**config.mk**
```make
export PLATFORM = sky130hd
export DESIGN_NAME = sonar_array_flat
export DESIGN_NICKNAME = d
export VERILOG_FILES = /design/src/rtl/sonar_array_if.sv /design/src/rtl/sonar_array.sv /design/src/flat_wrapper.sv
export SDC_FILE = /design/constraint.sdc
export NUM_CORES = 1
export LEC_CHECK = 0
export ABC_AREA = 1
export BUFFER_PORTS_ARGS = -buffer_cell sky130_fd_sc_hd__buf_2
export CAP_MARGIN = 20
export CORE_MARGIN = 5
export CORE_UTILIZATION = 65
export CTS_CLUSTER_DIAMETER = 60
export CTS_CLUSTER_SIZE = 28
export DETAILED_ROUTE_END_ITERATION = 8
export MAX_ROUTING_LAYER = met4
export PLACE_DENSITY = 0.91
export SYNTH_ARGS = -nofsm -noshare
export SYNTH_HDL_FRONTEND = slang
export SYNTH_SLANG_ARGS = --single-unit
```
**constraint.sdc**
```tcl
create_clock -name clk -period 5.6 [get_ports clk]
set_clock_uncertainty 0.2 [all_clocks]
set_input_delay 1.12 -clock clk [delete_from_list [all_inputs] [get_ports clk]]
set_output_delay 1.12 -clock clk [all_outputs]
set_load 0.05 [all_outputs]
```
**src/rtl/sonar_array_if.sv**
```systemverilog
`default_nettype none
// ---------------------------------------------------------------------------
// sonar_array_if
// Signal bundle between the sonar controller, the sonar connector pins and
// the obstacle-detection logic. Names are seen from the controller side.
// Revision: 1.0
// ---------------------------------------------------------------------------
interface sonar_array_if #(
  parameter int N_CH  = 3,
  parameter int CNT_W = 20
) ();
  localparam int CH_W = (N_CH > 1) ? $clog2(N_CH) : 1;

  logic                    enable_i;
  logic [N_CH-1:0]         ch_mask_i;
  logic [N_CH-1:0]         echo_i;
  logic [N_CH-1:0]         trig_o;
  logic [N_CH*CNT_W-1:0]   range_o;
  logic [N_CH-1:0]         valid_o;
  logic [N_CH-1:0]         timeout_o;
  logic [CH_W-1:0]         cur_ch_o;

  // Controller side
  modport slave (
    input  enable_i, ch_mask_i, echo_i,
    output trig_o, range_o, valid_o, timeout_o, cur_ch_o
  );

  // Environment side (control logic and sonar pins)
  modport master (
    output enable_i, ch_mask_i, echo_i,
    input  trig_o, range_o, valid_o, timeout_o, cur_ch_o
  );
endinterface
`default_nettype wire

```
**src/rtl/sonar_array.sv**
```systemverilog
`default_nettype none
// ---------------------------------------------------------------------------
// sonar_array
// Round-robin multi-channel ultrasonic ranging controller. Fires one sonar per
// slot, blanks the trigger ring-down, then measures the echo pulse width.
// Revision: 1.0
// ---------------------------------------------------------------------------
module sonar_array #(
  parameter int N_CH          = 3,
  parameter int CNT_W         = 20,
  parameter int TRIG_CYCLES   = 500,
  parameter int BLANK_CYCLES  = 10000,
  parameter int PERIOD_CYCLES = 882400
) (
  input  logic         clk,
  input  logic         rst_n,
  sonar_array_if.slave bus
);
  localparam int CH_W   = (N_CH > 1) ? $clog2(N_CH) : 1;
  localparam int SLOT_W = (PERIOD_CYCLES > 2) ? $clog2(PERIOD_CYCLES) : 1;

  localparam logic [SLOT_W-1:0] SLOT_LAST  = SLOT_W'(PERIOD_CYCLES - 1);
  localparam logic [SLOT_W-1:0] TRIG_LAST  = SLOT_W'(TRIG_CYCLES - 1);
  localparam logic [SLOT_W-1:0] BLANK_LAST = SLOT_W'(TRIG_CYCLES + BLANK_CYCLES - 1);
  localparam logic [CNT_W-1:0]  CNT_MAX    = '1;

  typedef enum logic [2:0] {
    S_IDLE    = 3'd0,
    S_TRIG    = 3'd1,
    S_BLANK   = 3'd2,
    S_ARMED   = 3'd3,
    S_MEASURE = 3'd4,
    S_DONE    = 3'd5
  } state_e;

  state_e                state_q, state_d;
  logic [SLOT_W-1:0]     slot_q, slot_d;
  logic [CNT_W-1:0]      width_q, width_d;
  logic [CH_W-1:0]       cur_ch_q, cur_ch_d;
  logic [N_CH*CNT_W-1:0] range_q, range_d;
  logic [N_CH-1:0]       timeout_q, timeout_d;
  logic [N_CH-1:0]       valid_q, valid_d;

  logic [N_CH-1:0]       echo_s1_q, echo_s2_q, echo_s3_q;
  logic                  rise_c, fall_c, echo_hi_c;
  logic [CH_W-1:0]       lo_ch_c, hi_ch_c, nxt_ch_c;
  logic                  hi_found_c;
  logic [N_CH-1:0]       trig_c;

  // Two-flop synchroniser plus one delay stage for edge detection
  always_ff @(posedge clk or negedge rst_n) begin
    if (!rst_n) begin
      echo_s1_q <= '0;
      echo_s2_q <= '0;
      echo_s3_q <= '0;
    end else begin
      echo_s1_q <= bus.echo_i;
      echo_s2_q <= echo_s1_q;
      echo_s3_q <= echo_s2_q;
    end
  end

  assign echo_hi_c = echo_s2_q[cur_ch_q];
  assign rise_c    = echo_s2_q[cur_ch_q] & ~echo_s3_q[cur_ch_q];
  assign fall_c    = ~echo_s2_q[cur_ch_q] & echo_s3_q[cur_ch_q];

  // Lowest set mask bit, and the next set bit above cur_ch (wrapping to lowest)
  always_comb begin
    lo_ch_c    = '0;
    hi_ch_c    = '0;
    hi_found_c = 1'b0;
    for (int j = N_CH - 1; j >= 0; j--) begin
      if (bus.ch_mask_i[j]) lo_ch_c = CH_W'(j);
      if (bus.ch_mask_i[j] && (j > int'(cur_ch_q))) begin
        hi_ch_c    = CH_W'(j);
        hi_found_c = 1'b1;
      end
    end
    nxt_ch_c = hi_found_c ? hi_ch_c : lo_ch_c;
  end

  // State, slot counter, width counter and published results
  always_ff @(posedge clk or negedge rst_n) begin
    if (!rst_n) begin
      state_q   <= S_IDLE;
      slot_q    <= '0;
      width_q   <= '0;
      cur_ch_q  <= '0;
      range_q   <= '0;
      timeout_q <= '0;
      valid_q   <= '0;
    end else begin
      state_q   <= state_d;
      slot_q    <= slot_d;
      width_q   <= width_d;
      cur_ch_q  <= cur_ch_d;
      range_q   <= range_d;
      timeout_q <= timeout_d;
      valid_q   <= valid_d;
    end
  end

  // Next-state logic: abort beats slot end, slot end beats in-slot transitions
  always_comb begin
    state_d   = state_q;
    slot_d    = slot_q;
    width_d   = width_q;
    cur_ch_d  = cur_ch_q;
    range_d   = range_q;
    timeout_d = timeout_q;
    valid_d   = '0;

    if (state_q == S_IDLE) begin
      slot_d = '0;
      if (bus.enable_i && (|bus.ch_mask_i)) begin
        state_d  = S_TRIG;
        cur_ch_d = lo_ch_c;
      end
    end else if (!bus.enable_i) begin
      state_d = S_IDLE;
      slot_d  = '0;
    end else if (slot_q == SLOT_LAST) begin
      valid_d[cur_ch_q] = 1'b1;
      // A falling edge on the very last cycle still counts as a completed echo
      if ((state_q == S_DONE) || ((state_q == S_MEASURE) && fall_c)) begin
        range_d[int'(cur_ch_q)*CNT_W +: CNT_W] = width_q;
        timeout_d[cur_ch_q]                    = 1'b0;
      end else begin
        range_d[int'(cur_ch_q)*CNT_W +: CNT_W] = CNT_MAX;
        timeout_d[cur_ch_q]                    = 1'b1;
      end
      slot_d = '0;
      if (|bus.ch_mask_i) begin
        state_d  = S_TRIG;
        cur_ch_d = nxt_ch_c;
      end else begin
        state_d = S_IDLE;
      end
    end else begin
      slot_d = slot_q + SLOT_W'(1);
      case (state_q)
        S_TRIG:  if (slot_q == TRIG_LAST)  state_d = S_BLANK;
        S_BLANK: if (slot_q == BLANK_LAST) state_d = S_ARMED;
        S_ARMED: begin
          if (rise_c) begin
            state_d = S_MEASURE;
            width_d = CNT_W'(1);
          end
        end
        S_MEASURE: begin
          if (fall_c) begin
            state_d = S_DONE;
          end else if (echo_hi_c && (width_q != CNT_MAX)) begin
            width_d = width_q + CNT_W'(1);
          end
        end
        default: ;
      endcase
    end
  end

  // Trigger drives only the channel owning the slot, only during S_TRIG
  always_comb begin
    trig_c = '0;
    if (state_q == S_TRIG) trig_c[cur_ch_q] = 1'b1;
  end

  assign bus.trig_o    = trig_c;
  assign bus.range_o   = range_q;
  assign bus.valid_o   = valid_q;
  assign bus.timeout_o = timeout_q;
  assign bus.cur_ch_o  = cur_ch_q;

endmodule
`default_nettype wire

```
**src/flat_wrapper.sv**
```systemverilog
// flat-port wrapper written by rule: the top's interface ports become plain ports
module sonar_array_flat 
#(
  parameter int N_CH          = 3,
  parameter int CNT_W         = 20,
  parameter int TRIG_CYCLES   = 500,
  parameter int BLANK_CYCLES  = 10000,
  parameter int PERIOD_CYCLES = 882400
)
  (clk, rst_n, bus_enable_i, bus_ch_mask_i, bus_echo_i, bus_trig_o, bus_range_o, bus_valid_o, bus_timeout_o, bus_cur_ch_o);
  sonar_array_if #(.N_CH(N_CH), .CNT_W(CNT_W)) bus_i ();
  input  logic clk;
  input  logic rst_n;
  input wire logic [$bits(bus_i.enable_i)-1:0] bus_enable_i;
  input wire logic [$bits(bus_i.ch_mask_i)-1:0] bus_ch_mask_i;
  input wire logic [$bits(bus_i.echo_i)-1:0] bus_echo_i;
  output wire logic [$bits(bus_i.trig_o)-1:0] bus_trig_o;
  output wire logic [$bits(bus_i.range_o)-1:0] bus_range_o;
  output wire logic [$bits(bus_i.valid_o)-1:0] bus_valid_o;
  output wire logic [$bits(bus_i.timeout_o)-1:0] bus_timeout_o;
  output wire logic [$bits(bus_i.cur_ch_o)-1:0] bus_cur_ch_o;
  assign bus_i.enable_i = bus_enable_i;
  assign bus_i.ch_mask_i = bus_ch_mask_i;
  assign bus_i.echo_i = bus_echo_i;
  assign bus_trig_o = bus_i.trig_o;
  assign bus_range_o = bus_i.range_o;
  assign bus_valid_o = bus_i.valid_o;
  assign bus_timeout_o = bus_i.timeout_o;
  assign bus_cur_ch_o = bus_i.cur_ch_o;
  sonar_array #(.N_CH(N_CH), .CNT_W(CNT_W), .TRIG_CYCLES(TRIG_CYCLES), .BLANK_CYCLES(BLANK_CYCLES), .PERIOD_CYCLES(PERIOD_CYCLES)) u_core (.clk(clk), .rst_n(rst_n), .bus(bus_i));
endmodule
```
# After elaboration in Yosys (flattened, before gate mapping)
# Cells that the tools add are included.
[totals] reg_bits=120 latchBits=0 ram_bits=0 rom_bits=0 out_inout_bits=71 elab_cells=109 mem_count=0
[classes] n_addsub=3 multipliers=1 div=0 n_lt_le_gt_ge=4 n_eq_ne=18 shift=3 muxes=44 bitwise=9 n_reduce_logical=17
[op_table] op="$bwmux W60" count=2
[op_table] op="$mux W20" count=6
[op_table] op="$mux W60" count=1
[op_table] op="$shift A20 B33 Y60 const A" count=1
[op_table] op="$shiftx A20 B33 Y60" count=1
[op_table] op="$shiftx A20 B33 Y60 const A" count=1
[op_table] op="$add A20 B1 Y20 const B" count=2
[op_table] op="$pmux W20 S2" count=1
[op_table] op="$mux W3" count=13
[op_table] op="$neg A32 Y33" count=1
[op_table] op="$mux W2" count=11
[op_table] op="$eq A20 B14 Y1 const B" count=1
[op_table] op="$eq A20 B20 Y1 const B" count=1
[op_table] op="$eq A20 B9 Y1 const B" count=1
[op_table] op="$ne A20 B20 Y1 const B" count=1
[op_table] op="$ne A5 B2 Y1 const B" count=4
[op_table] op="$pmux W3 S4" count=1
[op_table] op="$reduce_bool A2 Y1" count=4
[op_table] op="$ne A7 B1 Y1 const B" count=1
[op_table] op="$reduce_and A7 Y1" count=1
[op_table] op="$eq A3 B2 Y1 const B" count=2
[op_table] op="$eq A3 B3 Y1 const B" count=2
[op_table] op="$logic_and A1 B1 Y1" count=6
[op_table] op="$mux W1" count=6
[op_table] op="21 further kinds" count=28

# Longest topological paths before layout
# Gate-level depths: netlist (run 1).
[depth] depth_word=9 mapped_depth=13 ltp_nobuf=12

# Worst setup path before layout (run 1)
# OpenSTA, ideal clock, no wires.
[synth_path] path_kind="register to output" start="reg u_core.cur_ch_q[1], in the netlist u_core.bus.cur_ch_o[1]" end="out bus_trig_o[0]" arrival_ps=2053 slack_ps=2227 stages_incl_launch_ff=6 path_buffers=1 path_cell_list="dfrtp_1 -> inv_1 -> ha_1 -> inv_1 -> clkbuf_1 -> nor2_1"
[synth_via] elab_chain_len=5
[synth_lines] element="start, declared" line_no="sonar_array.sv:39" text="logic [CH_W-1:0] cur_ch_q, cur_ch_d;"
[synth_lines] element="start signal, assigned" line_no="sonar_array.sv:96" text="cur_ch_q <= cur_ch_d;"
[synth_lines] element="$lt A2 B3 Y1 (not written as such) / $ge A2 B1 Y1 (equally long branches)" line_no="sonar_array.sv:165" text="if (state_q == S_TRIG) trig_c[cur_ch_q] = 1'b1;"
[synth_lines] element="$logic_and A1 B1 Y1 (not written as such)" line_no="sonar_array.sv:165"
[synth_lines] element="$mux W1 (not written as such)" line_no="sonar_array.sv:165"
[synth_lines] element="$demux W1 S2 *"
[synth_lines] element="$mux W3 *" line_no="sonar_array.sv:165"
[synth_lines] element="end, declared" line_no="flat_wrapper.sv:17" text="output wire logic [$bits(bus_i.trig_o)-1:0] bus_trig_o;"
# Mark *: on every way between the ends. The rest lies on a longest branch, timed or not.

# Worst setup path after layout (run 1)
# Same ends and word-level chain as after synthesis.

==> results of run 1 <==
==> power by group through the flow <==
stage / clock network (W) / logic [W] / registers (W)
after floorplan: 0 / 0.000750 / 0.000955
after global placement: 0 / 0.000949 / 0.000940
after detailed placement: 0 / 0.000956 / 0.000942
after CTS: 0.00124 / 0.000967 / 0.000927
after global routing: 0.00128 / 0.00110 / 0.000935
final: 0.00123 / 0.00100 / 0.000930
==> Yosys cell counts, types with 2 or more instances <==
cell type and n:
a21oi_1 39, o21ai_0 78, xor2_1 17, and2_1 4, nor3_1 24, nand4_1 9
o22ai_1 14, dfrtp_1 120, nor4_1 2, buf_2 10, a2bb2oi_1 6, o21ai_1 28
clkbuf_1 15, nand2_4 2, a21oi_2 11, nand2_2 5, nor3_2 2, nand2_1 307
a22oi_1 4, or2_1 3, buf_6 6, inv_2 10, buf_4 9, buf_1 4
nor2_4 5, inv_1 138, nor2_2 7, nor2_1 129, or2_2 18, nor3_4 2
ha_1 8, nand3_1 78
==> registers in the layout, summed over array words and instances (netlist names), named ones only <==
name                 cells
u_core.echo_s1_q         3
u_core.bus.range_o      60
u_core.echo_s3_q         3
u_core.width_q          20
u_core.bus.cur_ch_o      2
u_core.bus.valid_o       3
u_core.echo_s2_q         3
u_core.state_q           3
u_core.slot_q           20
==> cell type report <==
type                       count  area (um^2)
clock buffer                  19          443
inverter                     150          566
multi-input combinational    812         3920
fill                         868         2770
timing repair buffer          85          467
sequential                   120         3000
clock inverter                13          215
tap                          143          179
==> worst min-delay path by stage <==
stage                        start                  end
2_1_floorplan  u_core.echo_s1_q[0]  u_core.echo_s2_q[0]
3_3_place_gp   u_core.echo_s1_q[1]  u_core.echo_s2_q[1]
3_5_place_dp   u_core.echo_s1_q[1]  u_core.echo_s2_q[1]
4_1_cts        u_core.echo_s1_q[1]  u_core.echo_s2_q[1]
5_1_grt        u_core.echo_s1_q[0]  u_core.echo_s2_q[0]
6_report       u_core.echo_s1_q[1]  u_core.echo_s2_q[1]
==> stage by stage <==
step | setup slack [ps] | util [%] | cell area [um^2] | hold slack, ps | cells
after floorplan | 2230 | - | 7750 | 131 | 1127
after global placement | 2230 | 70.0 | 8100 | 133 | 1308
after detailed placement | 2140 | 70.0 | 8100 | 139 | 1308
after CTS | 1650 | 75.7 | 8750 | 151 | 1340
after global routing | 1430 | 76.0 | 8790 | 160 | 1342
final | 1570 | 76.0 | 8790 | 151 | 1342
==> routing by layer <==
metal	global-route usage (%)	vias to the layer above	part of all wire, %
li1	-	3699	-
met1	46.8	3638	41
met2	50.9	522	45
met3	7.39	90	11
met4	13.8	0	3.5
met5	-	-	0
==> kinds of logic (layout without fill, tap and decap cells) <==
family	after synthesis	in the layout	share of synthesized area, %
buffers and inverters	195	267	10.7
AND/OR/NAND/NOR	602	602	34.1
adder cells (fa/ha/maj)	8	8	1.29
flip-flops	120	120	38.7
XOR/XNOR	17	17	1.92
AO/OA/AOI/OAI	185	185	13.3
==> impl_metrics.json, run 1 <==
{
  "critical_path_required_ps": 4280,
  "switchingPower_w": 0.00126,
  "drive_above_1_share_pct": 15.3,
  "drv_cap": 0,
  "dpl.hpwl_um": 16400,
  "crit_cells": 6,
  "cellLeakagePower_nw": 4.55,
  "cts.repair.resized": 0,
  "ir_worst_vdd_uv": 352,
  "hold-path-cell-count": 0,
  "r2r_end": "u_core.bus.range_o[56]",
  "drc": 0,
  "combPwrFrac_pct": 31.7,
  "path_clk_slew_ps": 60,
  "yosysWarnings": 0,
  "cpPeakStageDelay_ps": 670,
  "crit_path_top_delay_cell": "inv_1",
  "path_class": "reg2out",
  "crit_fanout": 31,
  "finalSetupTns_ps": 0,
  "vias": 7949,
  "cts_hold_buf": 0,
  "viasPerCell": 5.92,
  "crit_top_cell": "inv_1",
  "setup_viol": 0,
  "grt_pass1_vias": 7410,
  "synth_cells": 1127,
  "cts_inserted_buffers": 17,
  "clock_path_buffers": 2,
  "synthArstFlopShare_pct": 100,
  "synth-edff-count": 0,
  "ant_nets": 0,
  "synth-seq-area-share_pct": 38.7,
  "cp_top_family": "buffers and inverters",
  "area_growth_pct": 13.4,
  "layout_commonest_cell": "nand2_1",
  "syn_avg_cell_area_um2": 6.88,
  "coreArea_um2": 11600,
  "ctsRootBufferMaster": "clkbuf_16",
  "antenna_found_initial": 0,
  "layout_common_cells": "307 x nand2_1, 138 x inv_1, 129 x nor2_1, 120 x dfrtp_1",
  "cp.arrival_ps": 2710,
  "slew_violations": 0,
  "die_w_um": 119,
  "endpoint": "bus_trig_o[0]",
  "first_pass_iters": 7,
  "synth_nets": 1144,
  "cts.sinks": 120,
  "synth_top_cell_by_area": "dfrtp_1",
  "p_seq_share_pct": 29.4,
  "r2r_start": "u_core.bus.cur_ch_o[1]",
  "synth_top_flop_cell": "dfrtp_1",
  "fin_crit_ps": 4030,
  "netlist_area_um2": 7750,
  "post-route-period-util_pct": 72.0,
  "fmax_mhz": 248,
  "grt_max_degree": 82,
  "grtUsageTotal_pct": 34.6,
  "dieArea_um2": 14200,
  "nets": 1203,
  "drt_iter0_drc": 1165,
  "cts-htree-levels": 4,
  "finalWirelength_um": 23500,
  "finalPower_w": 0.00317,
  "p_clk_share_pct": 38.9,
  "grt_pass1_wl_um": 38000,
  "die_h_um": 119,
  "worstPathCellList": "inv_1 -> ha_1 -> buf_4 -> inv_1 -> nor2_1 -> buf_2",
  "crit_buf_inv": 4,
  "clk-insertion-delay-late_ps": 430,
  "design.portCount": 80,
  "antenna_cells": 0,
  "std_cell_rows": 39,
  "netlist.area_leader.share_pct": 38.7,
  "r2r_cells": 9,
  "status": "complete, no violations",
  "tightestPinTransition_ps": 1020,
  "post_cts_buffers": 0,
  "startpoint_type": "flop",
  "port_buffers": 79,
  "end_kind": "primary output",
  "ys_top_cells_by_area": "dfrtp_1 39%, nand2_1 15%, inv_1 6.7%",
  "swShare_pct": 39.7,
  "final_hold_viol_count": 0,
  "wl_per_cell_um": 17.5,
  "ys_ff_latch": 120,
  "cts_tree": "built",
  "rsz0062_at_grt": "no",
  "ff2ff_setup_slack_ps": 1900,
  "crit_path_start": "u_core.bus.cur_ch_o[1]",
  "grt_overflow": 0,
  "hp-class": "reg2reg",
  "synth_cell_types": 45,
  "p_int_w": 0.00191,
  "powerDensity_nw_per_um2": 360,
  "initial_core_util_pct": 67.0,
  "gp_congestion": 1.05,
  "max_slew_margin_pct": 32.0
}
No activity file was read; power rests on OpenSTA's default activity.
==> inputs of run 2 (changes only) <==
--- a/config.mk
+++ b/config.mk
@@ -5,16 +5,16 @@
 export SDC_FILE = /design/constraint.sdc
 export NUM_CORES = 1
 export LEC_CHECK = 0
-export ABC_AREA = 1
+export ABC_AREA = 0
 export BUFFER_PORTS_ARGS = -buffer_cell sky130_fd_sc_hd__buf_2
 export CAP_MARGIN = 20
 export CORE_MARGIN = 5
-export CORE_UTILIZATION = 65
+export CORE_UTILIZATION = 59
 export CTS_CLUSTER_DIAMETER = 60
 export CTS_CLUSTER_SIZE = 28
 export DETAILED_ROUTE_END_ITERATION = 8
 export MAX_ROUTING_LAYER = met4
-export PLACE_DENSITY = 0.91
+export PLACE_DENSITY = 0.85
 export SYNTH_ARGS = -nofsm -noshare
 export SYNTH_HDL_FRONTEND = slang
 export SYNTH_SLANG_ARGS = --single-unit
==> constraint.sdc (replaced) <==
create_clock -name clk -period 3.9 [get_ports clk]
set_clock_uncertainty 0.2 [all_clocks]
set_input_delay 0.78 -clock clk [delete_from_list [all_inputs] [get_ports clk]]
set_output_delay 0.78 -clock clk [all_outputs]
set_load 0.05 [all_outputs]
==> run 2 against run 1 <==
Sequential cell count unchanged. Count of clock-buffer cells in the layout increased by 3. Clock power increased by 33%. Register-to-register slack got worse by 1300 ps. Sequential power increased by 49%. Critical endpoint is now u_core.state_q[0]. Synthesized cell count decreased by 33%. Die area decreased by 4.0%. Critical path depth increased by 1. Global-route usage decreased by 4.0 points. Sequential share of layout area increased by 4.3 points. Largest cell class unchanged. Design area decreased by 11%. Combinational power increased by 58%.
==> impl_metrics.json, run 2 <==
{
  "cts_tree": "built",
  "ff2ff_setup_slack_ps": 590,
  "die_h_um": 117,
  "initial_core_util_pct": 59.7,
  "fin_crit_ps": 3310,
  "antenna_found_initial": 0,
  "grt_max_degree": 65,
  "post_cts_buffers": 0,
  "first_pass_iters": 6,
  "cp.arrival_ps": 3420,
  "area_growth_pct": 16.1,
  "setup_viol": 0,
  "r2r_end": "u_core.state_q[0]",
  "cts_hold_buf": 0,
  "clock_path_buffers": 2,
  "cp_top_family": "compound AO/OA/AOI/OAI gates",
  "synth-edff-count": 0,
  "post-route-period-util_pct": 84.9,
  "finalSetupTns_ps": 0,
  "netlist.area_leader.share_pct": 44.7,
  "netlist_area_um2": 6730,
  "worstHoldStart": "u_core.echo_s1_q[2]",
  "yosysWarnings": 0,
  "crit_fanout": 23,
  "synth_cells": 758,
  "tightestPinTransition_ps": 994,
  "final_hold_viol_count": 0,
  "ys_ff_latch": 120,
  "crit_buf_inv": 1,
  "crit_path_top_delay_cell": "o21bai_2",
  "critical_path_required_ps": 4010,
  "end_kind": "flop",
  "gp_congestion": 1.10,
  "viasPerCell": 6.49,
  "synth_common_cells": "120 x dfrtp_1, 110 x nand2_1, 72 x o21ai_0",
  "cts.sinks": 120,
  "antenna_cells": 0,
  "wl_met1_um": 8390,
  "dieArea_um2": 13600,
  "path_clk_slew_ps": 60,
  "ys_top_cells_by_area": "dfrtp_1 45%, nand2_1 6.1%, o21ai_0 5.4%",
  "status": "complete, no violations",
  "max_slew_margin_pct": 33.7,
  "grt_pass1_vias": 5881,
  "layout_setup_ws_ps": 590,
  "p_int_w": 0.00286,
  "worstPathCellList": "nor4bb_1 -> nand4b_1 -> o21bai_2 -> buf_4 -> a21o_1 -> and2_1 -> mux2_2",
  "grtUsageTotal_pct": 30.6,
  "finalWirelength_um": 19600,
  "synth_cell_types": 63,
  "place_ws_ps": 701,
  "dpl.hpwl_um": 13800,
  "largest_reg_flops": 60,
  "nets": 833,
  "cellLeakagePower_nw": 3.51,
  "die_w_um": 117,
  "r2r_cells": 7,
  "cpPeakStageDelay_ps": 840,
  "wl_met3_um": 1850,
  "synth-seq-area-share_pct": 44.7,
  "design.portCount": 80,
  "synth_top_cell_by_area": "dfrtp_1",
  "drc": 0,
  "slew_violations": 0,
  "dr.max_layer_used": "met4",
  "wl_per_cell_um": 20.2,
  "path_class": "reg2reg",
  "p_clk_share_pct": 35.5,
  "drive_above_1_share_pct": 18.4,
  "fin_area_um2": 7810,
  "clk-insertion-delay-late_ps": 420,
  "yosysMostFrequentCell": "dfrtp_1",
  "std_cell_rows": 39,
  "ir_worst_vdd_uv": 367,
  "syn_avg_cell_area_um2": 8.87,
  "combPwrFrac_pct": 34.4,
  "vias": 6298,
  "cts-htree-levels": 4,
  "startpoint_type": "flop",
  "layout_commonest_cell": "dfrtp_1",
  "port_buffers": 79,
  "placed_area_um2": 7200,
  "cts.repair.resized": 0,
  "ant_nets": 0,
  "grt_pass1_wl_um": 31300,
  "wl_met2_um": 8760,
  "holdPathEnd": "u_core.echo_s2_q[2]",
  "switchingPower_w": 0.00175,
  "synthArstFlopShare_pct": 100,
  "swShare_pct": 37.9,
  "grt_overflow": 0,
  "fill_cells": 902,
  "drv_cap": 0,
  "hp-class": "reg2reg",
  "fmax_mhz": 302,
  "drt_iter0_drc": 708,
  "hold-path-cell-count": 0,
  "synth_nets": 775,
  "p_seq_share_pct": 30.1,
  "powerDensity_nw_per_um2": 590,
  "ctsRootBufferMaster": "clkbuf_16",
  "cts_inserted_buffers": 17,
  "layout_common_cells": "120 x dfrtp_1, 110 x nand2_1, 78 x buf_2, 72 x o21ai_0, 63 x a21oi_1",
  "r2r_start": "u_core.slot_q[13]",
  "synth_top_flop_cell": "dfrtp_1",
  "coreArea_um2": 11300,
  "rsz0062_at_grt": "no"
}
==> run 2: area by class of cell <==
| cell class | count | area (um^2) | area share [%] |
|---|---|---|---|
| Sequential cell | 120 | 3000 | 38.4 |
| Inverter | 11 | 41.3 | 0.529 |
| Clock inverter | 8 | 146 | 1.87 |
| Clock buffer | 22 | 464 | 5.94 |
| Timing Repair Buffer | 93 | 515 | 6.60 |
| Multi-Input combinational cell | 573 | 3460 | 44.3 |
| Tap cell | 143 | 179 | 2.29 |
==> run 2: logic make-up after synthesis <==
| logic type | count (synthesis) | share of synthesized area [%] |
|---|---|---|
| muxes | 41 | 6.59 |
| AOI/OAI and AO/OA | 221 | 20.2 |
| DFF | 120 | 44.7 |
| and+or+nand+nor | 281 | 20.3 |
| adders and majority gates | 9 | 1.64 |
| buffers and inverters | 65 | 3.94 |
| xor gates and xnor gates | 21 | 2.73 |
==> run 2: power groups by stage <==
stage	Clock [W]	Sequential [W]	Combinational [W]
after floorplan	0	0.00138	0.00116
after global placement	0	0.00140	0.00151
after detailed placement	0	0.00140	0.00152
after CTS	0.00165	0.00138	0.00154
after global routing	0.00172	0.00140	0.00169
final	0.00164	0.00139	0.00158
==> run 2: worst max path at each step <==
stage / startpoint / endpoint / slack [ps] / cells past startpoint
after floorplan: u_core.bus.cur_ch_o[1] / bus_trig_o[0] / 760 / 6
after global placement: u_core.slot_q[13] / u_core.state_q[0] / 790 / 7
after detailed placement: u_core.slot_q[13] / u_core.state_q[0] / 700 / 7
after CTS: u_core.slot_q[13] / u_core.state_q[0] / 680 / 7
after global routing: u_core.bus.cur_ch_o[1] / u_core.bus.range_o[11] / 380 / 8
final: u_core.slot_q[13] / u_core.state_q[0] / 590 / 7
==> run 2: through the flow <==
stage / total power (W) / hold WS, ps / instances / util (%)
5_1_grt: 0.00481 / 151 / 970 / 69.3
4_1_cts: 0.00458 / 148 / 970 / 69.3
2_1_floorplan: 0.00253 / 131 / 758 / -
3_5_place_dp: 0.00293 / 136 / 940 / 63.9
3_3_place_gp: 0.00291 / 136 / 940 / 63.9
6_report: 0.00461 / 149 / 970 / 69.3
==> run 2: metal layers <==
layer	track usage, %	vias to the layer above
li1	-	2838
met5	-	-
met3	5.49	57
met4	11.2	0
met1	43.3	3042
met2	44.1	361
